**config.mk**
```make
export PLATFORM = sky130hd
export DESIGN_NAME = equalization_sequencer
export DESIGN_NICKNAME = d
export VERILOG_FILES = /design/src/rtl/equalization_sequencer.sv
export SDC_FILE = /design/constraint.sdc
export NUM_CORES = 1
export LEC_CHECK = 0
export BUFFER_PORTS_ARGS = -buffer_cell sky130_fd_sc_hd__buf_2
export CAP_MARGIN = 25
export CORE_ASPECT_RATIO = 1.4
export CORE_MARGIN = 4
export CORE_UTILIZATION = 50
export CTS_BUF_LIST = sky130_fd_sc_hd__clkbuf_16
export CTS_CLUSTER_DIAMETER = 150
export DETAILED_ROUTE_END_ITERATION = 8
export GPL_ROUTABILITY_DRIVEN = 0
export PLACE_DENSITY = 0.68
export SLEW_MARGIN = 20
export SYNTH_ARGS = -nofsm -noshare
export SYNTH_HDL_FRONTEND = slang
export SYNTH_SLANG_ARGS = --single-unit
export TNS_END_PERCENT = 10
```
**constraint.sdc**
```tcl
create_clock -name clock -period 5.85 [get_ports clock]
set_clock_uncertainty 0.05 [all_clocks]
set_input_delay 0.585 -clock clock [delete_from_list [all_inputs] [get_ports clock]]
set_output_delay 0.585 -clock clock [all_outputs]
set_load 0.05 [all_outputs]
```
**src/rtl/equalization_sequencer.sv**
```systemverilog
// Phase sequencer for the histogram-equalization pipeline: clears the histogram
// bins, then launches histogram, CDF and mapping units in turn with a per-phase watchdog.
module equalization_sequencer #(
  parameter int BINS           = 256,
  parameter int ADDR_WIDTH     = 8,
  parameter int TIMEOUT_WIDTH  = 20,
  parameter int TIMEOUT_CYCLES = 1000000
) (
  input  logic                  clock,
  input  logic                  reset,
  input  logic                  start_equalization,
  input  logic                  abort,
  input  logic                  histogram_done,
  input  logic                  cdf_done,
  input  logic                  mapping_done,
  output logic                  start_histogram,
  output logic                  start_cdf,
  output logic                  start_mapping,
  output logic                  clear_we,
  output logic [ADDR_WIDTH-1:0] clear_address,
  output logic                  busy,
  output logic                  equalization_done,
  output logic                  timeout_error,
  output logic [2:0]            phase
);

  // Handshake: each start_* is a single-cycle pulse issued from its START state;
  // the matching *_done is a single-cycle pulse honoured only in the WAIT state
  // that follows. Done pulses seen in any other state are dropped, not remembered.
  typedef enum logic [3:0] {
    S_IDLE,
    S_CLEAR,
    S_HIST_START,
    S_HIST_WAIT,
    S_CDF_START,
    S_CDF_WAIT,
    S_MAP_START,
    S_MAP_WAIT,
    S_DONE,
    S_ERROR
  } state_t;

  localparam logic [ADDR_WIDTH-1:0]    LAST_ADDR = ADDR_WIDTH'(BINS - 1);
  localparam logic [TIMEOUT_WIDTH-1:0] WD_LIMIT  =
    TIMEOUT_WIDTH'((TIMEOUT_CYCLES == 0) ? 0 : TIMEOUT_CYCLES - 1);
  localparam logic                     WD_EN     = (TIMEOUT_CYCLES != 0);

  state_t                  state;
  state_t                  next_state;
  logic [ADDR_WIDTH-1:0]   clear_count;
  logic [TIMEOUT_WIDTH-1:0] wd_count;
  logic                    in_wait;
  logic                    wait_done;
  logic                    timed_out;

  always_ff @(posedge clock or posedge reset) begin
    if (reset) begin
      state       <= S_IDLE;
      clear_count <= '0;
      wd_count    <= '0;
    end else begin
      state <= next_state;
      // Counters run only while the FSM stays in the same state; any exit
      // (including abort) returns them to zero for the next entry.
      if (state == S_CLEAR && next_state == S_CLEAR)
        clear_count <= clear_count + 1'b1;
      else
        clear_count <= '0;
      if (in_wait && next_state == state)
        wd_count <= wd_count + 1'b1;
      else
        wd_count <= '0;
    end
  end

  always_comb begin
    in_wait   = 1'b0;
    wait_done = 1'b0;
    case (state)
      S_HIST_WAIT: begin in_wait = 1'b1; wait_done = histogram_done; end
      S_CDF_WAIT:  begin in_wait = 1'b1; wait_done = cdf_done;       end
      S_MAP_WAIT:  begin in_wait = 1'b1; wait_done = mapping_done;   end
      default:     begin in_wait = 1'b0; wait_done = 1'b0;           end
    endcase
    timed_out = WD_EN && in_wait && !wait_done && (wd_count == WD_LIMIT);
  end

  always_comb begin
    next_state = state;
    case (state)
      S_IDLE:       if (start_equalization) next_state = S_CLEAR;
      S_CLEAR:      if (clear_count == LAST_ADDR) next_state = S_HIST_START;
      S_HIST_START: next_state = S_HIST_WAIT;
      S_HIST_WAIT:  if (wait_done) next_state = S_CDF_START;
      S_CDF_START:  next_state = S_CDF_WAIT;
      S_CDF_WAIT:   if (wait_done) next_state = S_MAP_START;
      S_MAP_START:  next_state = S_MAP_WAIT;
      S_MAP_WAIT:   if (wait_done) next_state = S_DONE;
      S_DONE:       next_state = S_IDLE;
      S_ERROR:      if (start_equalization) next_state = S_CLEAR;
      default:      next_state = S_IDLE;
    endcase
    if (timed_out) next_state = S_ERROR;
    // Abort outranks start, done and timeout alike.
    if (abort) next_state = S_IDLE;
  end

  always_comb begin
    start_histogram   = (state == S_HIST_START);
    start_cdf         = (state == S_CDF_START);
    start_mapping     = (state == S_MAP_START);
    clear_we          = (state == S_CLEAR);
    clear_address     = (state == S_CLEAR) ? clear_count : '0;
    busy              = (state != S_IDLE) && (state != S_ERROR);
    equalization_done = (state == S_DONE);
    timeout_error     = (state == S_ERROR);
    case (state)
      S_IDLE:                    phase = 3'd0;
      S_CLEAR:                   phase = 3'd1;
      S_HIST_START, S_HIST_WAIT: phase = 3'd2;
      S_CDF_START, S_CDF_WAIT:   phase = 3'd3;
      S_MAP_START, S_MAP_WAIT:   phase = 3'd4;
      S_DONE:                    phase = 3'd5;
      S_ERROR:                   phase = 3'd7;
      default:                   phase = 3'd0;
    endcase
  end

endmodule

```
==> flow_metrics.env <==
export IMPL_synth_ff_type="dfrtp_1"
export IMPL_ctsResizeCount=0
export IMPL_ios=25
export IMPL_drtIter0Drc=88
export IMPL_tightest_slew_ns=0.846
export IMPL_vias_per_cell=5.55
export IMPL_synth_cells=209
export IMPL_yosysTopAreaCell="dfrtp_1"
export IMPL_die_w_um=59.9
export IMPL_track_usage_pct=17.7
export IMPL_drtPass1Iterations=5
export IMPL_maxSlewHeadroom_pct=43.4
export IMPL_setup_tns_ns=0
export IMPL_use_met1_pct=20.5
export IMPL_worstSetupPathType="register to output pin"
export IMPL_synth_most_common_cell="dfrtp_1"
export IMPL_ant_nets=0
export IMPL_post_cts_buffers=0
export IMPL_status="finished, final reports clean"
export IMPL_cts_tree="built"
export IMPL_grt_max_degree=33
export IMPL_maxCapViolCount=0
export IMPL_gr_usage_met3_pct=4.66
export IMPL_grt_overflow=0
export IMPL_cts_sinks=32
export IMPL_netlist_top_cells_area="dfrtp_1, xnor2_1, nor2_1"
export IMPL_wl_mm=3.81
export IMPL_root_buffer="clkbuf_16"
export IMPL_cp_end_kind="output pin"
export IMPL_fin_total_pwr_w=0.000487
export IMPL_area_delta_synth_final_pct=14.2
export IMPL_ys_async_sr_fraction_pct=100
export IMPL_routedWlPerCell_um=13.7
export IMPL_fmax_ghz=0.378
export IMPL_drc=0
export IMPL_core_area_um2=3640
export IMPL_dp_hpwl_mm=2.73
export IMPL_synthDistinctLibCells=43
export IMPL_top_usage_layer="met2"
export IMPL_synth_edff_count=0
export IMPL_clk_pin_slew_worst_paths_ns=0.05
export IMPL_hold_buffers=0
export IMPL_syn_avg_cell_area_um2=9.02
export IMPL_portBuffers=24
export IMPL_synth_nets=220
export IMPL_drive_gt1_share_pct=16.6
export IMPL_vdd_drop_max_uv=201
export IMPL_finalNetCount=245
export IMPL_antenna_found_initial=0
export IMPL_dieArea_um2=4830
export IMPL_min_period_over_period_pct=45.3
export IMPL_drv_slew=0
export IMPL_rsz0062_at_grt="false"
export IMPL_period_needed_ns=2.65
export IMPL_synth_seq_cells=32
export IMPL_grt_pass1_wl_mm=6.43
export IMPL_h_tree_depth=2
export IMPL_synthTopCellsByCount="dfrtp_1, nor2_1, nor3_1"
export IMPL_start_kind="register"
export IMPL_worstPathArrival_ns=2.01
export IMPL_cp_max_fo=18
export IMPL_grt_pass1_vias=1466
export IMPL_finalHoldViolCount=0
export IMPL_numCtsBuffers=5
export IMPL_power_density_nw_per_um2=226
export IMPL_cp_data_required_time_ns=5.22
export IMPL_clk_latency_ns=0.27
export IMPL_hold_class="input pin to async pin"
export IMPL_initial_core_util_pct=51.8
export IMPL_cts_buffer_depth=2
export IMPL_num_rows=26
export IMPL_syn_area_um2=1890
export IMPL_setup_viol=0
export IMPL_ys_seq_area_share_pct=42.5
export IMPL_netlist_area_leader_share_pct=42.5
export IMPL_num_vias=1537
export IMPL_power_leakage_nw=0.931
export IMPL_n_antenna_cell=0
export IMPL_synth_warnings=0
export IMPL_use_met2_pct=29.2
export IMPL_die_h_um=80.7
## report_power, final
group | internal, W | total, W | switching, W
Clock | 0.000152 | 0.000236 | 0.0000833
Sequential | 0.000223 | 0.000225 | 0.00000254
Combinational | 0.00000729 | 0.0000264 | 0.0000191
## cell usage in the layout, fill, tap and decap left out, types with 3 or more instances in the layout
cell | Yosys | layout
nand4_1 | 7 | 7
buf_2 | 4 | 25
nor4_1 | 3 | 3
xnor2_1 | 15 | 15
xor2_1 | 10 | 10
inv_1 | 9 | 11
and3_1 | 3 | 3
nor3_1 | 16 | 16
nor2_1 | 29 | 29
clkbuf_16 | 0 | 5
dfrtp_1 | 32 | 32
nand3_1 | 13 | 13
nand2_1 | 15 | 15
ha_1 | 4 | 4
o21ai_0 | 3 | 3
and2_1 | 10 | 10
## registers in the layout, summed over array words and instances, names as in the netlist
signal	count
wd_count	20
state	4
clear_count	8
## cell families after synthesis
kind of cell / after synthesis / share of synthesized area [%]
AND/OR/NAND/NOR: 111 / 30.7
flip-flops: 32 / 42.5
XOR/XNOR: 25 / 11.6
AO/OA/AOI/OAI: 18 / 7.17
buffers and inverters: 18 / 4.84
adder cells (fa/ha/maj): 4 / 2.65
multiplexers: 1 / 0.531
## path summary, 6_finish.rpt
kind	start	end	slack, ns	cells past startpoint
max	state[1]$_DFF_PP0_	clear_address[5]	3.20	4
min	reset	clear_count[3]$_DFF_PP0_	0.34	3
max reg2reg	state[2]$_DFF_PP0_	wd_count[3]$_DFF_PP0_	3.25	5
min reg2reg	clear_count[0]$_DFF_PP0_	clear_count[0]$_DFF_PP0_	0.44	1
max in group asynchronous	reset	wd_count[19]$_DFF_PP0_	5.12	3
min in group clock	clear_count[0]$_DFF_PP0_	clear_count[0]$_DFF_PP0_	0.44	1
## per-layer routing
| layer | part of all wire (%) | vias up |
|---|---|---|
| met2 | 50 | 32 |
| li1 | - | 774 |
| met4 | 2.3 | 0 |
| met5 | 0 | - |
| met3 | 4.0 | 7 |
| met1 | 44 | 724 |
## critical path: stages, from the launching register on
cell and delay (ns):
dfrtp_1 0.55, nor4b_1 0.53, buf_2 0.26, and2_1 0.14, buf_2 0.26
## cell type report
class | instances | area [µm²]
multi-input combinational | 159 | 993
clock inverter | 3 | 11.3
fill | 332 | 1490
sequential | 32 | 801
timing repair buffer | 26 | 133
clock buffer | 5 | 125
tap | 42 | 52.6
inverter | 10 | 37.5
## per-stage QoR
step | instance area [µm²] | setup slack, ns | util (%) | instances | hold slack [ns]
final | 2150 | 3.20 | 59.1 | 277 | 0.338
after global routing | 2150 | 2.93 | 59.1 | 277 | 0.392
after CTS | 2150 | 3.21 | 59.1 | 277 | 0.355
after detailed placement | 2020 | 3.23 | 55.4 | 269 | 0.444
after global placement | 2010 | 3.04 | 55.2 | 268 | 0.447
after floorplan | 1890 | 3.39 | - | 209 | 0.413
Power figures use the tool's default switching activity.
